==> src/rtl/bram_capture_ctrl.sv <==
// bram_capture_ctrl: pre/post-trigger capture of a sample stream into an
// external BRAM, then a flow-controlled readout of the whole buffer.
module bram_capture_ctrl #(
  parameter int ADDR_WIDTH = 16,
  parameter int DATA_WIDTH = 16,
  parameter int RD_LATENCY = 2
) (
  input  logic                  Clk,
  input  logic                  rst,
  input  logic                  Arm,
  input  logic                  Abort,
  input  logic [ADDR_WIDTH-1:0] PostCount,
  input  logic                  InValid,
  input  logic [DATA_WIDTH-1:0] InData,
  input  logic                  Trigger,
  output logic                  WriteEn,
  output logic [ADDR_WIDTH-1:0] WrAddress,
  output logic [DATA_WIDTH-1:0] WrData,
  output logic [ADDR_WIDTH-1:0] RdAddress,
  input  logic [DATA_WIDTH-1:0] RdData,
  output logic                  OutValid,
  input  logic                  OutReady,
  output logic [DATA_WIDTH-1:0] OutData,
  output logic                  OutLast,
  output logic                  Busy,
  output logic                  Done
);

  typedef enum logic [2:0] {
    S_IDLE, S_PRETRIG, S_ARMED, S_POST, S_READOUT
  } state_t;

  localparam logic [ADDR_WIDTH:0] DEPTH_W =
    {1'b1, {ADDR_WIDTH{1'b0}}};
  localparam logic [ADDR_WIDTH-1:0] PMAX =
    {{(ADDR_WIDTH-1){1'b1}}, 1'b0};

  state_t                state_q, state_d;
  logic [ADDR_WIDTH-1:0] p_q, p_d;
  logic [ADDR_WIDTH:0]   cnt_q, cnt_d;
  logic [ADDR_WIDTH-1:0] wa_q, wa_d;
  logic [ADDR_WIDTH-1:0] ra_q, ra_d;
  logic [ADDR_WIDTH:0]   rcnt_q, rcnt_d;
  logic [ADDR_WIDTH:0]   xcnt_q, xcnt_d;
  logic                  done_q, done_d;
  logic [RD_LATENCY-1:0] pv_q, pv_d;
  logic [DATA_WIDTH-1:0] fmem_q [4];
  logic [1:0]            fwp_q, frp_q;
  logic [2:0]            fcnt_q;
  logic [2:0]            infl;
  logic [2:0]            occ;
  logic [ADDR_WIDTH:0]   cnt_inc;
  logic [ADDR_WIDTH:0]   pre_tgt;
  logic                  wr_st, we, issue, xfer, push, go_rd;

  assign cnt_inc = cnt_q + 1'b1;
  assign pre_tgt = DEPTH_W - {1'b0, p_q} - 1'b1;
  assign push    = pv_q[RD_LATENCY-1];
  assign occ     = fcnt_q + infl;

  // reads currently travelling through the BRAM pipeline
  always_comb begin
    infl = '0;
    for (int i = 0; i < RD_LATENCY; i++)
      infl = infl + {2'b00, pv_q[i]};
  end

  // next-state, counters and read/write strobes
  always_comb begin
    state_d = state_q;
    p_d     = p_q;
    cnt_d   = cnt_q;
    wa_d    = wa_q;
    ra_d    = ra_q;
    rcnt_d  = rcnt_q;
    xcnt_d  = xcnt_q;
    done_d  = 1'b0;
    issue   = 1'b0;
    xfer    = 1'b0;
    go_rd   = 1'b0;
    wr_st   = (state_q == S_PRETRIG) ||
              (state_q == S_ARMED) ||
              (state_q == S_POST);
    we      = wr_st && InValid && !Abort;
    if (we) wa_d = wa_q + 1'b1;
    unique case (state_q)
      S_IDLE: begin
        if (Arm) begin
          state_d = S_PRETRIG;
          p_d     = (PostCount > PMAX) ? PMAX : PostCount;
          cnt_d   = '0;
        end
      end
      S_PRETRIG: begin
        if (we) begin
          cnt_d = cnt_inc;
          if (cnt_inc == pre_tgt) state_d = S_ARMED;
        end
      end
      S_ARMED: begin
        if (we && Trigger) begin
          cnt_d = '0;
          if (p_q == '0) go_rd = 1'b1;
          else state_d = S_POST;
        end
      end
      S_POST: begin
        if (we) begin
          cnt_d = cnt_inc;
          if (cnt_inc == {1'b0, p_q}) go_rd = 1'b1;
        end
      end
      S_READOUT: begin
        issue = (rcnt_q != DEPTH_W) && (occ < 3'd4);
        if (issue) begin
          ra_d   = ra_q + 1'b1;
          rcnt_d = rcnt_q + 1'b1;
        end
        xfer = OutValid && OutReady;
        if (xfer) begin
          xcnt_d = xcnt_q + 1'b1;
          if (OutLast) begin
            state_d = S_IDLE;
            done_d  = 1'b1;
          end
        end
      end
      default: state_d = S_IDLE;
    endcase
    if (go_rd) begin
      state_d = S_READOUT;
      ra_d    = wa_d;
      rcnt_d  = '0;
      xcnt_d  = '0;
    end
    if (Abort) begin
      state_d = S_IDLE;
      done_d  = 1'b0;
      issue   = 1'b0;
      xfer    = 1'b0;
    end
  end

  // FSM state, address pointers and counters
  always_ff @(posedge Clk or posedge rst) begin
    if (rst) begin
      state_q <= S_IDLE;
      p_q     <= '0;
      cnt_q   <= '0;
      wa_q    <= '0;
      ra_q    <= '0;
      rcnt_q  <= '0;
      xcnt_q  <= '0;
      done_q  <= 1'b0;
    end else begin
      state_q <= state_d;
      p_q     <= p_d;
      cnt_q   <= cnt_d;
      wa_q    <= wa_d;
      ra_q    <= ra_d;
      rcnt_q  <= rcnt_d;
      xcnt_q  <= xcnt_d;
      done_q  <= done_d;
    end
  end

  // read-latency tracker: one valid bit per pipeline stage
  always_comb begin
    pv_d    = '0;
    pv_d[0] = issue;
    for (int i = 1; i < RD_LATENCY; i++)
      pv_d[i] = pv_q[i-1];
  end

  // 4-entry output FIFO fed by the read pipeline, flushed on Abort
  always_ff @(posedge Clk or posedge rst) begin
    if (rst) begin
      pv_q   <= '0;
      fwp_q  <= '0;
      frp_q  <= '0;
      fcnt_q <= '0;
      for (int i = 0; i < 4; i++) fmem_q[i] <= '0;
    end else if (Abort) begin
      pv_q   <= '0;
      fwp_q  <= '0;
      frp_q  <= '0;
      fcnt_q <= '0;
    end else begin
      pv_q <= pv_d;
      if (push) begin
        fmem_q[fwp_q] <= RdData;
        fwp_q         <= fwp_q + 1'b1;
      end
      if (xfer) frp_q <= frp_q + 1'b1;
      fcnt_q <= fcnt_q + {2'b00, push} - {2'b00, xfer};
    end
  end

  assign WriteEn   = we;
  assign WrAddress = wa_q;
  assign WrData    = InData;
  assign RdAddress = ra_q;
  assign OutValid  = (fcnt_q != 3'd0);
  assign OutData   = fmem_q[frp_q];
  assign OutLast   = OutValid && (xcnt_q == DEPTH_W - 1'b1);
  assign Busy      = (state_q != S_IDLE);
  assign Done      = done_q;

endmodule

==> config.mk <==
export PLATFORM = sky130hd
export DESIGN_NAME = bram_capture_ctrl
export DESIGN_NICKNAME = d
export VERILOG_FILES = /design/src/rtl/bram_capture_ctrl.sv
export SDC_FILE = /design/constraint.sdc
export NUM_CORES = 1
export LEC_CHECK = 0
export CORE_ASPECT_RATIO = 2
export CORE_UTILIZATION = 50
export CTS_CLUSTER_SIZE = 30
export DETAILED_ROUTE_END_ITERATION = 12
export PLACE_DENSITY = 0.84
export SLEW_MARGIN = 20
export SYNTH_ARGS = -nofsm -noshare
export SYNTH_HDL_FRONTEND = slang
export SYNTH_SLANG_ARGS = --single-unit
==> constraint.sdc <==
create_clock -name Clk -period 6.2 [get_ports Clk]
set_input_delay 1.24 -clock Clk [delete_from_list [all_inputs] [get_ports Clk]]
set_output_delay 1.24 -clock Clk [all_outputs]
set_load 0.005 [all_outputs]
==> flow_summary.yaml <==
global_routing:
  gr-total-overflow: 0
  antenna_found_initial: 0
  grt_pass1_vias: 6795
  grt_max_degree: 101
  grtUsageTotal_pct: 23.14
  grt_pass1_wl_um: 34490
yosys:
  yosysWarnings: 0
  netlist_area_sq_um: 9253
  synth.yosys.seq_area_share_pct: 47.60
  ys_async_sr_fraction_pct: 100.0
  synthCells: 841
  synth_top_family_by_area: "multiplexers"
  synth-xor-area-share_pct: 8.519
  synthAdderAreaFrac_pct: 2.245
  ys_types: 58
  synth-seq-cells: 176
  synth_nets: 912
  synth-simple-area-share_pct: 15.25
  synth_edf_count: 0
  synthMuxAreaShare_pct: 16.44
  synth-compound-area-share_pct: 5.314
  syn_area_per_cell_sq_um: 11.00
  synth_flop_cell: "dfrtp_1"
  synth_area_leader_cell: "dfrtp_1"
  yosys-top-cells-area: "dfrtp_1, mux2_2, xnor2_1"
  yosysTopAreaCellShare_pct: 47.60
die:
  dieWidth_um: 98.19
  pin_count: 124
  die-area_sq_um: 19090
  start_util_pct: 50.79
  rows: 70
  core_region_area_sq_um: 18220
  die_y_um: 194.4
cts:
  cts_sinks: 176
  cts_buffers: 17
  cts_setup_buffers: 0
  clk_pin_slew_ps: 70
  htreeDepth: 4
  tritoncts: "done"
  cts_resized: 0
  clockBufferDepth: 2
  clock_latency_ps: 430
  root_buffer: "clkbuf_16"
  cts_hold_buf: 0
sta:
  max_freq_ghz: 0.2273
  slew_viol_final: 0
  setup_viol: 0
  tightest_slew_ps: 913.9
  rsz0062_at_grt: "no"
  setup_tns_ps: 0
  slew_headroom_pct: 38.95
  final_hold_viol_count: 0
  post-route-period-util_pct: 70.96
  skew_ps: 8.768
  fin_crit_ps: 4399
worst_setup_path:
  worstPathArrival_ps: 3160
  cp-end-kind: "output port"
  r2r_slack_ps: 2750
  startpoint_type: "primary input"
  critPathKind: "primary input to output port"
  critical_path_required_ps: 4960
  cp_max_fo: 18
routing:
  wl_met3_um: 697
  dr_wl_met2_um: 11420
  drt-total-wl_um: 21110
  top_layer_used: "met4"
  drc: 9
  vias: 6613
  dr.first_iter.drc_count: 330
  wl_per_cell_um: 18.77
  via_per_inst: 5.878
  ant_nets: 0
  wl_met1_um: 8047
  dr.pass1.iters: 10
cells_and_area:
  nets: 967
  final_cells: 1125
  diodes: 0
  multi_input_area_sq_um: 4432
  area_growth_syn_to_layout_pct: 16.88
  drive_gt1_share_pct: 17.16
  nFillCells: 1383
  seqCellArea_sq_um: 4404
status:
  violations: "design-rule violations"
  status: "finished, violations left"
placed_design:
  port_buffers: 91
  gp_congestion: 0.9016
  dp_hpwl_um: 14460
  place_inst: 1093
hold_path:
  holdCritPathClass: "flop to flop"
power:
  p_int_w: 0.002131
  pwr-share-seq_pct: 45.4
  p_sw_share_pct: 28.63
  power.switching_w: 0.0008550
  irDropWorstVdd_v: 0.0001577
  power_frac_clock_pct: 39.3
  combinationalPowerShare_pct: 15.3
  leakage_nw: 4.712
  p_per_area_nw_per_um2: 276.2
flow_run:
  maxCapViolations: 0
-- layer usage --
metal  up-vias  track usage [%]
li1       3058                -
met1      3312            25.85
met2       179            41.63
met3        64            3.704
met4         0            12.44
met5         -                0
-- area by class of cell --
class	instances	share of cell area, %
repair buffers	98	8.909
multi-input cells	577	40.98
well taps	216	2.499
inverters	26	0.9487
clock buffers	19	4.096
clock inverters	13	1.840
flip-flops and latches	176	40.73
-- flip-flops by register name, summed over array words and instances, names as in the netlist --
name / flops
Done: 1
RdAddress: 16
WrAddress: 16
cnt_q: 17
fcnt_q: 3
fmem_q: 64
frp_q: 2
fwp_q: 2
p_q: 16
pv_q: 2
rcnt_q: 17
state_q: 3
xcnt_q: 17
-- layout by cell type (no fill, tap or decap), types with 3 or more instances in the layout --
cell type        instances
nor3b_1                  3
o41ai_1                  4
nor4_1                  11
inv_1                   25
inv_6                    4
ha_1                    15
o21ai_0                 21
a211oi_1                 3
mux4_2                  16
nor3_1                  16
nand4_1                 28
clkdlybuf4s50_1         91
and3_1                  13
a22o_1                   4
or4_1                    6
nor2_1                  71
clkbuf_16               17
mux2i_1                  8
and4_1                   3
nand3_1                 26
and2_1                   6
nand2b_1                 3
mux2_2                  94
xor2_1                  30
bufinv_16                4
dfrtp_1                176
nand2_1                 56
xnor2_1                 60
nor2b_1                 11
o22ai_1                  3
a21oi_1                 20
a31oi_1                  3
buf_4                    7
or3_1                   10
-- logic make-up after synthesis --
logic type / count (synthesis)
compound gates: 76
simple gates: 275
flops: 176
xor+xnor: 90
mux: 120
fa+ha+maj: 16
buf+inv: 88
-- path summary, 6_finish.rpt --
check	start	end	cells past startpoint
min	cnt_q[16]	cnt_q[16]	2
min in group asynchronous	rst	fmem_q[23]	2
max reg2reg	state_q[0]	RdAddress[15]	8
max in group asynchronous	rst	fmem_q[43]	3
min reg2reg	cnt_q[16]	cnt_q[16]	2
max	Abort	WriteEn	4
-- synth_stat cells (all sizes together), types with 4 or more instances --
library cell,instances
nor4,11
ha,15
o41ai,5
a21oi,20
nand4,29
xor2,30
and2,6
nor2,71
o21ai,23
nor3,17
mux2i,8
nand2,56
clkbuf,24
buf,38
or3,10
xnor2,60
or4,6
a22o,4
mux2,96
and3,13
dfrtp,176
inv,26
mux4,16
nor2b,11
nand3,26
-- per-stage QoR --
stage	worst slack (ps)	utilization, %	hold WS [ps]	instance area [sq um]	total power [W]
6_report	1801	59.36	496.9	10810	0.002986
5_1_grt	1699	59.36	514.8	10810	0.003107
4_1_cts	1779	59.36	501.3	10810	0.003002
3_5_place_dp	1732	55.84	486.8	10170	0.001828
3_3_place_gp	1802	55.84	475.2	10170	0.001817
2_1_floorplan	186.4	-	458.6	9253	0.001662
-- power by group through the flow --
stage / Combinational, W / Clock [W] / Sequential, W
global placement: 0.000446 / 0 / 0.00137
floorplan: 0.000361 / 0 / 0.00130
CTS: 0.000458 / 0.00119 / 0.00135
global route: 0.000506 / 0.00123 / 0.00137
detailed placement: 0.000454 / 0 / 0.00137
finish: 0.000457 / 0.00117 / 0.00136
-- worst max-delay path: stages --
cell and delay, ps:
clkdlybuf4s50_1 400, buf_4 210, nor4b_4 670, clkdlybuf4s50_1 630
Note: power is estimated with default switching activity, not from simulation.
